===== src/rtl/uart_rx_frame_ctrl_if.sv =====
`default_nettype none
// ============================================================================
//  Module   : uart_rx_frame_ctrl_if
//  Purpose  : Bundles every uart_rx_frame_ctrl signal except clk/rst.
//             in_*    : byte stream from uart_rx (valid/ready)
//             out_*   : checked payload stream to the command logic
//             frame_ok/frame_err/err_code/busy : frame status
//  Modports : master - environment side (uart_rx and the downstream sink)
//             slave  - frame controller side
//  Revision : 1.0 - initial release
// ============================================================================
interface uart_rx_frame_ctrl_if;
   logic [7:0] in_data;
   logic       in_valid;
   logic       in_ready;
   logic [7:0] out_data;
   logic       out_valid;
   logic       out_last;
   logic       out_ready;
   logic       frame_ok;
   logic       frame_err;
   logic [1:0] err_code;
   logic       busy;

   modport master (
      output in_data, in_valid, out_ready,
      input  in_ready, out_data, out_valid, out_last,
             frame_ok, frame_err, err_code, busy
   );

   modport slave (
      input  in_data, in_valid, out_ready,
      output in_ready, out_data, out_valid, out_last,
             frame_ok, frame_err, err_code, busy
   );
endinterface
`default_nettype wire


===== src/rtl/uart_rx_frame_ctrl.sv =====
`default_nettype none
// ============================================================================
//  Module   : uart_rx_frame_ctrl
//  Purpose  : Parses SYNC, LEN, payload, CSUM frames from the uart_rx byte
//             stream, buffers the payload and releases it only after the
//             8-bit checksum (LEN plus all payload bytes, mod 256) matches.
//  Ports    : clk - system clock
//             rst - synchronous reset, active-high
//             bus - uart_rx_frame_ctrl_if.slave (input stream, output
//                   stream, frame_ok/frame_err pulses, err_code, busy)
//  Options  : RX_FRAME_TIMEOUT_EN - when defined, an inter-byte timeout of
//             TIMEOUT_CYC cycles aborts a frame in LEN/PAYLOAD/CSUM.
//  Revision : 1.0 - initial release
// ============================================================================
module uart_rx_frame_ctrl #(
   parameter logic [7:0] SYNC    = 8'hA5,
   parameter int         MAX_LEN = 16
`ifdef RX_FRAME_TIMEOUT_EN
   ,
   parameter int         TIMEOUT_CYC = 8680
`endif
) (
   input  wire logic           clk,
   input  wire logic           rst,
   uart_rx_frame_ctrl_if.slave bus
);

   localparam int         PW        = $clog2(MAX_LEN + 1);
   // Buffer address width; pointers never exceed MAX_LEN-1 when used as addresses
   localparam int         AW        = (MAX_LEN > 1) ? $clog2(MAX_LEN) : 1;
   localparam logic [7:0] MAX_LEN_B = 8'(MAX_LEN);

   typedef enum logic [2:0] {
      S_HUNT    = 3'd0,
      S_LEN     = 3'd1,
      S_PAYLOAD = 3'd2,
      S_CSUM    = 3'd3,
      S_DRAIN   = 3'd4
   } state_t;

   state_t          state, state_nx;
   logic [7:0]      mem [MAX_LEN];
   logic [PW-1:0]   wr_ptr, rd_ptr;
   logic [7:0]      len, sum;
   logic            frame_ok_r, frame_err_r;
   logic [1:0]      err_code_r;
   logic            ok_nx, err_nx;
   logic [1:0]      code_nx;
   logic            in_ready_c, accept, xfer, last_rd;
   logic            timeout_hit;

   assign in_ready_c = !rst && (state != S_DRAIN);
   assign accept     = bus.in_valid && in_ready_c;
   assign xfer       = (state == S_DRAIN) && bus.out_ready;
   assign last_rd    = (8'(rd_ptr) == (len - 8'd1));

`ifdef RX_FRAME_TIMEOUT_EN
   localparam int TW = $clog2(TIMEOUT_CYC + 1);
   logic [TW-1:0] to_cnt;
   logic          to_run;

   assign to_run      = (state == S_LEN) || (state == S_PAYLOAD) || (state == S_CSUM);
   // A byte arriving on the expiry cycle wins over the timeout
   assign timeout_hit = to_run && !accept && (to_cnt == TW'(TIMEOUT_CYC - 1));

   always_ff @(posedge clk) begin
      if (rst || accept || !to_run)
         to_cnt <= '0;
      else
         to_cnt <= to_cnt + TW'(1);
   end
`else
   assign timeout_hit = 1'b0;
`endif

   always_ff @(posedge clk) begin
      if (rst)
         state <= S_HUNT;
      else
         state <= state_nx;
   end

   always_comb begin
      state_nx = state;
      ok_nx    = 1'b0;
      err_nx   = 1'b0;
      code_nx  = err_code_r;
      case (state)
         S_HUNT: begin
            if (accept && (bus.in_data == SYNC))
               state_nx = S_LEN;
         end
         S_LEN: begin
            if (accept) begin
               if (bus.in_data > MAX_LEN_B) begin
                  state_nx = S_HUNT;
                  err_nx   = 1'b1;
                  code_nx  = 2'b01;
               end else if (bus.in_data == 8'd0) begin
                  state_nx = S_CSUM;
               end else begin
                  state_nx = S_PAYLOAD;
               end
            end
         end
         S_PAYLOAD: begin
            if (accept && ((8'(wr_ptr) + 8'd1) == len))
               state_nx = S_CSUM;
         end
         S_CSUM: begin
            if (accept) begin
               if (bus.in_data == sum) begin
                  ok_nx    = 1'b1;
                  state_nx = (len == 8'd0) ? S_HUNT : S_DRAIN;
               end else begin
                  err_nx   = 1'b1;
                  code_nx  = 2'b10;
                  state_nx = S_HUNT;
               end
            end
         end
         S_DRAIN: begin
            if (xfer && last_rd)
               state_nx = S_HUNT;
         end
         default: state_nx = S_HUNT;
      endcase
      if (timeout_hit) begin
         state_nx = S_HUNT;
         err_nx   = 1'b1;
         code_nx  = 2'b11;
      end
   end

   always_ff @(posedge clk) begin
      if (rst) begin
         frame_ok_r  <= 1'b0;
         frame_err_r <= 1'b0;
         err_code_r  <= 2'b00;
         wr_ptr      <= '0;
         rd_ptr      <= '0;
         len         <= 8'd0;
         sum         <= 8'd0;
      end else begin
         frame_ok_r  <= ok_nx;
         frame_err_r <= err_nx;
         err_code_r  <= code_nx;
         if ((state == S_HUNT) && (state_nx == S_LEN)) begin
            wr_ptr <= '0;
            rd_ptr <= '0;
         end
         if ((state == S_LEN) && accept) begin
            len <= bus.in_data;
            sum <= bus.in_data;
         end
         if ((state == S_PAYLOAD) && accept) begin
            wr_ptr <= wr_ptr + PW'(1);
            sum    <= sum + bus.in_data;
         end
         if (xfer)
            rd_ptr <= rd_ptr + PW'(1);
      end
   end

   // Payload storage carries no reset; it is only read back in DRAIN
   always_ff @(posedge clk) begin
      if ((state == S_PAYLOAD) && accept)
         mem[wr_ptr[AW-1:0]] <= bus.in_data;
   end

   assign bus.in_ready  = in_ready_c;
   assign bus.out_valid = (state == S_DRAIN);
   assign bus.out_data  = (state == S_DRAIN) ? mem[rd_ptr[AW-1:0]] : 8'd0;
   assign bus.out_last  = (state == S_DRAIN) && last_rd;
   assign bus.frame_ok  = frame_ok_r;
   assign bus.frame_err = frame_err_r;
   assign bus.err_code  = err_code_r;
   assign bus.busy      = (state != S_HUNT);

endmodule
`default_nettype wire


===== src/flat_wrapper.sv =====
// flat-port wrapper written by rule: the top's interface ports become plain ports
module uart_rx_frame_ctrl_flat 
#(
   parameter logic [7:0] SYNC    = 8'hA5,
   parameter int         MAX_LEN = 16

)
  (clk, rst, bus_in_data, bus_in_valid, bus_out_ready, bus_in_ready, bus_out_data, bus_out_valid, bus_out_last, bus_frame_ok, bus_frame_err, bus_err_code, bus_busy);
  uart_rx_frame_ctrl_if bus_i ();
  input  wire logic clk;
  input  wire logic rst;
  input wire logic [$bits(bus_i.in_data)-1:0] bus_in_data;
  input wire logic [$bits(bus_i.in_valid)-1:0] bus_in_valid;
  input wire logic [$bits(bus_i.out_ready)-1:0] bus_out_ready;
  output wire logic [$bits(bus_i.in_ready)-1:0] bus_in_ready;
  output wire logic [$bits(bus_i.out_data)-1:0] bus_out_data;
  output wire logic [$bits(bus_i.out_valid)-1:0] bus_out_valid;
  output wire logic [$bits(bus_i.out_last)-1:0] bus_out_last;
  output wire logic [$bits(bus_i.frame_ok)-1:0] bus_frame_ok;
  output wire logic [$bits(bus_i.frame_err)-1:0] bus_frame_err;
  output wire logic [$bits(bus_i.err_code)-1:0] bus_err_code;
  output wire logic [$bits(bus_i.busy)-1:0] bus_busy;
  assign bus_i.in_data = bus_in_data;
  assign bus_i.in_valid = bus_in_valid;
  assign bus_i.out_ready = bus_out_ready;
  assign bus_in_ready = bus_i.in_ready;
  assign bus_out_data = bus_i.out_data;
  assign bus_out_valid = bus_i.out_valid;
  assign bus_out_last = bus_i.out_last;
  assign bus_frame_ok = bus_i.frame_ok;
  assign bus_frame_err = bus_i.frame_err;
  assign bus_err_code = bus_i.err_code;
  assign bus_busy = bus_i.busy;
  uart_rx_frame_ctrl #(.SYNC(SYNC), .MAX_LEN(MAX_LEN)) u_core (.clk(clk), .rst(rst), .bus(bus_i));
endmodule

===== config.mk =====
export PLATFORM = sky130hd
export DESIGN_NAME = uart_rx_frame_ctrl_flat
export DESIGN_NICKNAME = d
export VERILOG_FILES = /design/src/rtl/uart_rx_frame_ctrl_if.sv /design/src/rtl/uart_rx_frame_ctrl.sv /design/src/flat_wrapper.sv
export SDC_FILE = /design/constraint.sdc
export NUM_CORES = 1
export LEC_CHECK = 0
export BUFFER_PORTS_ARGS = -buffer_cell sky130_fd_sc_hd__buf_4
export CORE_MARGIN = 2
export CORE_UTILIZATION = 55
export CTS_BUF_LIST = sky130_fd_sc_hd__clkbuf_8 sky130_fd_sc_hd__clkbuf_16
export CTS_CLUSTER_SIZE = 20
export DETAILED_ROUTE_END_ITERATION = 7
export PLACE_DENSITY = 0.72
export SLEW_MARGIN = 15
export SYNTH_ARGS = -nofsm -noshare
export SYNTH_HDL_FRONTEND = slang
export SYNTH_SLANG_ARGS = --single-unit

===== constraint.sdc =====
create_clock -name clk -period 2.9 [get_ports clk]
set_clock_uncertainty 0.05 [all_clocks]
set_input_delay 0.29 -clock clk [delete_from_list [all_inputs] [get_ports clk]]
set_output_delay 0.29 -clock clk [all_outputs]
set_load 0.03 [all_outputs]

## After elaboration in Yosys (flattened, before gate mapping)

Memories as Yosys holds them, arrays and structs flattened. A register that Yosys moved wholly into a read port is not among the register bits.
Cells that the tools add are included.

| cells by class | value |
|---|---|
| add/sub/neg operators | 5 |
| order comparisons | 1 |
| eq/ne operators | 14 |
| multiplexer cells | 31 |
| bitwise logic cells | 2 |
| reductions and logical operators | 21 |

Operators with widths:

| kind | number |
|---|---|
| $mux 3 | 8 |
| $mux 8 | 3 |
| $eq 8x8->1 | 2 |
| $logic_not 8->1 | 2 |
| $mux 5 | 3 |
| $pmux 3 s5 | 1 |
| $add 5x1->5 const B | 2 |
| $logic_and 1x1->1 | 10 |
| $add 8x8->8 | 1 |
| $eq 5x8->1 | 1 |
| $eq 8x8->1 const B | 1 |
| $gt 8x5->1 const B | 1 |
| $mux 1 | 8 |
| $mux 2 | 4 |
| $mux 4 | 2 |
| $reduce_bool 2->1 | 4 |
| $sub 8x1->8 const B | 1 |
| $add 5x1->6 const B | 1 |
| $eq 3x1->1 const B | 2 |
| $eq 3x2->1 const B | 2 |
| $ne 2x1->1 const B | 3 |
| $reduce_and 5->1 | 1 |
| $pmux 2 s2 | 1 |
| $eq 3x3->1 const B | 1 |
| 8 further kinds | 9 |

| word-level totals | value |
|---|---|
| flip-flop bits (word level) | 33 |
| memory bits (writable) | 128 |
| bits of input ports | 12 |
| output and inout port bits | 16 |
| memories | 1 |

Memories:

| memory | words | width | read ports | clocked after Yosys merged registers in | wr ports | RTL line | text |
|---|---|---|---|---|---|---|---|
| u_core.mem | 16 | 8 | 1 | 1 | 1 | uart_rx_frame_ctrl.sv:42 | `logic [7:0] mem [MAX_LEN];` |

## Depth between registers and ports, before layout

Gate-level depths: netlist of the first run.

| depth | value |
|---|---|
| depth after elaboration | 12 |
| depth in mapped cells | 9 |

## Worst setup path before layout of the first run

OpenSTA, ideal clock, no wires.

| timing | value |
|---|---|
| path type | reg2reg |
| start point | register u_core.state[2] |
| end point | memory u_core.mem[0][0], enable pin |
| arrival | 2044 ps |
| path slack | 422 ps |
| cell stages (with the launch flop) | 7 |
| path buffers | 2 |
| period minus slack after synthesis | 2478 ps |
| cells stage by stage | dfxtp_1 buf_6 nor3b_1 and3_1 clkbuf_1 nand2_1 nor3_1 |

| between the ends | value |
|---|---|
| cells in the longest elaborated chain, start to end | 6 |

Ends and longest elaborated chain:

| element | RTL line | text |
|---|---|---|
| start: declaration | uart_rx_frame_ctrl.sv:41 | `state_t state, state_nx;` |
| start signal: assignment | uart_rx_frame_ctrl.sv:80 | `state <= state_nx;` |
| $ne 3x3->1 | uart_rx_frame_ctrl.sv:52 | `assign in_ready_c = !rst && (state != S_DRAIN);` |
| $logic_and 1x1->1 | uart_rx_frame_ctrl.sv:52 |  |
| $logic_and 1x1->1 | uart_rx_frame_ctrl.sv:53 | `assign accept = bus.in_valid && in_ready_c;` |
| $logic_and 1x1->1 * | uart_rx_frame_ctrl.sv:167 | `if ((state == S_PAYLOAD) && accept)` |
| $mux 1 * | uart_rx_frame_ctrl.sv:167 |  |
| $mux 1 (implied by the code) * | uart_rx_frame_ctrl.sv:168 | `mem[wr_ptr[AW-1:0]] <= bus.in_data;` |
| end: declaration | uart_rx_frame_ctrl.sv:42 |  |

Every way passes the cells marked *; elsewhere a longest branch is shown, timed or not.

==> impl_metrics.tcl, run 1 <==
set metrics [dict create \
    grt_first_pass_wirelength_um 24790 \
    clk_path_buf_depth 2 \
    p_int_mw 3.818 \
    max_slew_margin_pct 57.36 \
    pin_count 28 \
    io_buffers 27 \
    rsz0062_at_grt "no" \
    hpwl_um 10510 \
    netlist_instances 510 \
    area_growth_pct 15.51 \
    post-route-drc-count 0 \
    grt_max_degree 33 \
    p_leak_nw 2.857 \
    dpl.cell_count 715 \
    hold_slack_ps 130.9 \
    final_common_cell "edfxtp_1" \
    worst_slack_ps 124.4 \
    ant_nets 0 \
    syn_avg_cell_area_um2 14.28 \
    grt_use_total_pct 23.92 \
    drv_slew 0 \
    cp-end-kind "output pin" \
    async_flop_share_pct 0 \
    yosysWarnings 0 \
    hold_class "input port to flop" \
    fp-row-count 42 \
    synthTopCellsByArea "edfxtp_1, mux4_2, dfxtp_1, nor2_1, ha_1" \
    drtIter0Drc 447 \
    cts_tree "built" \
    status "finished clean" \
    fill_cells 934 \
    ys_seq_area_share_pct 62.94 \
    setup_violations 0 \
    synth_top_area_share_pct 52.77 \
    antenna_found_initial 0 \
    firstDrtPassIters 5 \
    cap_violations 0 \
    critPathKind "flop to output pin" \
    swShare_pct 20.04 \
    pwr-share-comb_pct 1.9 \
    final_cell_mix "edfxtp_1, buf_4, nor2_1, mux4_2, nand2_1" \
    critPathRequiredTime_ps 2560 \
    grt_pass1_vias 4330 \
    die_h_um 119.1 \
    pwr-share-clk_pct 44.9 \
    cp.arrival_ps 2440 \
    dp_worst_setup_slack_ps 421.7 \
    vias 4550 \
    p_switching_uw 956.6 \
    crit_path_start_kind "flop" \
    cts_inserted_buffers 17 \
    cts_root_buf "clkbuf_16" \
    setup_tns_ps 0 \
    cp_common_cell "mux4_2" \
    fmax_mhz 360.3 \
    min_period_ps 2776 \
    power_density_nw_per_um2 567.5 \
    viasPerCell 6.091 \
    ys.flop_type "edfxtp_1" \
    path_max_fanout 19 \
    antenna_cells 0 \
    worst_pin_slew_ps 638.7 \
    overflow 0 \
    synth_edf_count 128 \
    finalHoldViolCount 0 \
    synth_cell_type_count 47 \
    die_w_um 119.1 \
    clkSinkCount 165 \
    routabilityCongestion 0.8282 \
    path_cells "buf_12 -> mux4_2 -> mux4_2 -> and2_1 -> buf_4" \
    clkTransAtPathRegs_ps 60 \
    cpMaxStageDelayCell "mux4_2" \
    netlist_area_um2 7283 \
    yosys.area.top_type "edfxtp_1" \
    routed_wl_um 15820 \
    holdBufCountCts 0 \
    syn_nets 537 \
    ir_worst_vdd_uv 336.0 \
    place_area_um2 7841 \
    fin_nets 585 \
    die_area_um2 14180 \
    wire_per_inst_um 21.18 \
    start_util_pct 55.66 \
    post-cts-setup-buffers 0 \
    power_frac_seq_pct 53.2 \
    finalCritPeriodShare_pct 95.71 \
    coreArea_um2 13090 \
    htree_levels 4 \
    ys_ff_latch 165 \
    layout-drive-gt1-share_pct 23.29 \
    cpPeakStageDelay_ps 540 \
    final_cells 747 \
    finalInstanceArea_um2 8413 \
    clk_latency_ps 430 \
]
-- Yosys cell counts (5+ instances only) --
| cell | count |
|---|---|
| edfxtp_1 | 128 |
| or3_1 | 5 |
| and2_1 | 12 |
| nand2_1 | 36 |
| nor3_1 | 8 |
| o21ai_0 | 14 |
| a21oi_1 | 25 |
| dfxtp_1 | 37 |
| clkbuf_1 | 21 |
| inv_1 | 11 |
| xnor2_1 | 6 |
| nand3_1 | 12 |
| nand2b_1 | 8 |
| nor2_1 | 48 |
| mux4_2 | 40 |
| or4_1 | 6 |
| ha_1 | 14 |
| and3_1 | 5 |
| xor2_1 | 12 |
-- cell type report --
| class | count | area [um2] | share of cell area [%] |
|---|---|---|---|
| Clock buffer | 17 | 425.4 | 5.057 |
| Clock inverter | 15 | 135.1 | 1.606 |
| Inverter | 11 | 41.29 | 0.4908 |
| Multi-Input combinational cell | 305 | 2527 | 30.04 |
| Sequential cell | 165 | 4591 | 54.57 |
| Tap cell | 176 | 220.2 | 2.617 |
| Timing Repair Buffer | 58 | 473.0 | 5.622 |
-- through the flow --
stage	utilization [%]	total power [mW]
after CTS	64.28	4.804
after global routing	64.30	4.922
after detailed placement	59.93	2.684
after floorplan	-	2.627
after global placement	59.93	2.680
final	64.30	4.775
-- sequential cells by signal (all words and copies together), names as in the netlist, named ones only --
name	cells
u_core.mem	128
u_core.len	8
u_core.sum	8
u_core.rd_ptr	5
u_core.wr_ptr	5
u_core.state	3
u_core.bus.err_code	2
u_core.bus.frame_err	1
u_core.bus.frame_ok	1
-- critical path: cells and delay by family, from the launching register on --
kind / cells / cell delay, ps
buffers and inverters: 2 / 380
multiplexers: 2 / 1010
flip-flops: 1 / 450
AND/OR/NAND/NOR: 1 / 170
-- kinds of logic after synthesis --
group	after synthesis	synth area share [%]
multiplexers	41	12.51
AO/OA/AOI/OAI	70	6.184
buffers and inverters	40	2.439
flip-flops	165	62.94
adder cells (fa/ha/maj)	15	2.680
XOR/XNOR	18	2.165
AND/OR/NAND/NOR	161	11.08
-- metal layers --
metal	wire [um]	global-route usage (%)	share of wire (%)
met1	6830	34.09	43
met2	7640	35.96	48
met3	1006	5.268	6.4
met4	344	10.19	2.2
met5	0	0	0
-- final timing paths --
kind	slack, ps	start	cells after the start	end
max	120	flop	5	bus_out_data[2]
min	130	rst	2	u_core.bus.err_code[1]
max reg2reg	540	u_core.state[2]	6	u_core.state[0]
min reg2reg	440	u_core.bus.err_code[1]	2	u_core.bus.err_code[1]
-- power groups by stage --
stage | Sequential, mW | Clock [mW] | Combinational [mW]
finish | 2.54 | 2.14 | 0.0907
global route | 2.54 | 2.28 | 0.101
CTS | 2.54 | 2.17 | 0.0913
detailed placement | 2.59 | 0 | 0.0906
global placement | 2.59 | 0 | 0.0870
floorplan | 2.59 | 0 | 0.0327
-- timing repair --
item,in CTS,in global routing
gates resized for setup,2,2
pin swaps,0,0
setup endpoints to repair,4,1
Note: power is estimated with default switching activity, not from simulation.
==> inputs of run 2 (changes only) <==
CORE_MARGIN = 10   (was 2)
==> run 2 against run 1 <==
Net effect:
- combinational power shrank 2%
- first-iteration DRC count shrank 31%
- sequential cell count is the same
- cell count shrank 1.9%
- worst setup slack lost 14 ps
- sequential power is essentially flat
- highest routed layer unchanged
- hold slack gained 46 ps
==> impl_metrics.tcl, run 2 (same netlist as run 1, synthesis figures left out) <==
set metrics [dict create \
    status "finished clean" \
    setup_tns_ps 0 \
    fmax_mhz 358.4 \
    routabilityCongestion 0.8085 \
    pin_count 28 \
    dp_worst_setup_slack_ps 453.6 \
    p_switching_uw 910.5 \
    fp-row-count 41 \
    ir_worst_vdd_uv 260.4 \
    finalHoldViolCount 0 \
    hold_class "input port to flop" \
    swShare_pct 18.88 \
    cp-end-kind "output pin" \
    largest_reg_flops 128 \
    final_cells 733 \
    post-route-drc-count 0 \
    max_slew_margin_pct 58.23 \
    wire_per_inst_um 21.65 \
    layout-drive-gt1-share_pct 22.46 \
    cts_inserted_buffers 17 \
    finalCritPeriodShare_pct 96.21 \
    worst_pin_slew_ps 625.8 \
    setup_violations 0 \
    die_w_um 135.1 \
    io_buffers 27 \
    critPathKind "flop to output pin" \
    clkTransAtPathRegs_ps 60 \
    dpl.cell_count 701 \
    grt_use_total_pct 18.18 \
    antenna_cells 0 \
    crit_path_start_kind "flop" \
    final_cell_mix "edfxtp_1, nor2_1, buf_4, mux4_2, nand2_1" \
    final_common_cell "edfxtp_1" \
    clk_path_buf_depth 2 \
    coreArea_um2 12770 \
    critPathRequiredTime_ps 2560 \
    min_period_ps 2790 \
    drtIter0Drc 309 \
    viasPerCell 6.041 \
    pwr-share-comb_pct 1.8 \
    drv_slew 0 \
    p_int_mw 3.911 \
    worst_slack_ps 110.0 \
    overflow 0 \
    cts_tree "built" \
    grt_first_pass_wirelength_um 25000 \
    htree_levels 4 \
    rsz0062_at_grt "no" \
    pwr-share-clk_pct 45.4 \
    ant_nets 0 \
    place_area_um2 7749 \
    die_area_um2 18250 \
    firstDrtPassIters 5 \
    p_leak_nw 2.828 \
    routed_wl_um 15870 \
    cap_violations 0 \
    grt_max_degree 42 \
    vias 4428 \
    cts_root_buf "clkbuf_16" \
    hpwl_um 10230 \
    path_max_fanout 32 \
    fin_nets 575 \
    fill_cells 897 \
    cp.arrival_ps 2450 \
    power_frac_seq_pct 52.7 \
    start_util_pct 57.02 \
    antenna_found_initial 0 \
    clk_latency_ps 410 \
    area_growth_pct 14.59 \
    clkSinkCount 165 \
    power_density_nw_per_um2 577.8 \
    finalInstanceArea_um2 8346 \
    finalPower_mw 4.822 \
    die_h_um 135.1 \
    grt_pass1_vias 4483 \
]
## run 2: cell types whose count changed in the layout (fill, tap and decap cells not counted), sizes merged
cell and change:
clkinv -4, buf -10, clkbuf +4
## run 2: what timing repair did
action,4_1_cts,5_1_grt
pin swaps,0,0
buffers inserted,0,0
hold buffers,0,0
gates cloned,0,0
resized for setup,1,2
setup endpoints to repair,1,1
## run 2: critical path, stage by stage (launching register included)
cell and delay (ps):
dfxtp_2 340, buf_12 250, mux4_2 600, mux4_2 470, and2_1 170, buf_4 160
## run 2: area by class of cell
class / count / area [um2] / area share (%)
clock buffer: 21 / 480.5 / 5.757
clock inverter: 11 / 107.6 / 1.289
inverter: 11 / 41.29 / 0.4948
multi-input combinational: 305 / 2527 / 30.28
sequential: 165 / 4588 / 54.98
tap: 172 / 215.2 / 2.579
timing repair buffer: 48 / 385.4 / 4.618
## run 2: worst paths after layout
kind | start | to | slack [ps] | cells past startpoint
worst max-delay path | flop | bus_out_data[7] | 110 | 5
worst min-delay path | bus_out_ready | u_core.state[2] | 180 | 3
worst max register to register | u_core.state[2] | u_core.state[0] | 680 | 5
worst min register to register | u_core.bus.err_code[0] | u_core.bus.err_code[0] | 440 | 1
## run 2: metrics by stage
stage	utilization, %	hold WS, ps
5_1_grt	65.33	165.6
3_3_place_gp	60.66	407.3
6_report	65.33	176.6
3_5_place_dp	60.66	419.8
4_1_cts	65.31	158.0
2_1_floorplan	-	338.9
## run 2: layer usage
layer  GRT usage [%]  vias to the layer above  wire length [um]
met1           22.22                     2231              6568
met4           7.057                        0               312
met2           30.15                      141              8182
li1                -                     2035                 -
met5               0                        -                 0
met3           4.859                       21               810
## run 2: power by group through the flow
stage	sequential [mW]	combinational, mW	clock [mW]
floorplan	2.59	0.0327	0
global placement	2.59	0.0852	0
detailed placement	2.59	0.0892	0
CTS	2.54	0.0892	2.22
global route	2.54	0.0982	2.33
finish	2.54	0.0891	2.19
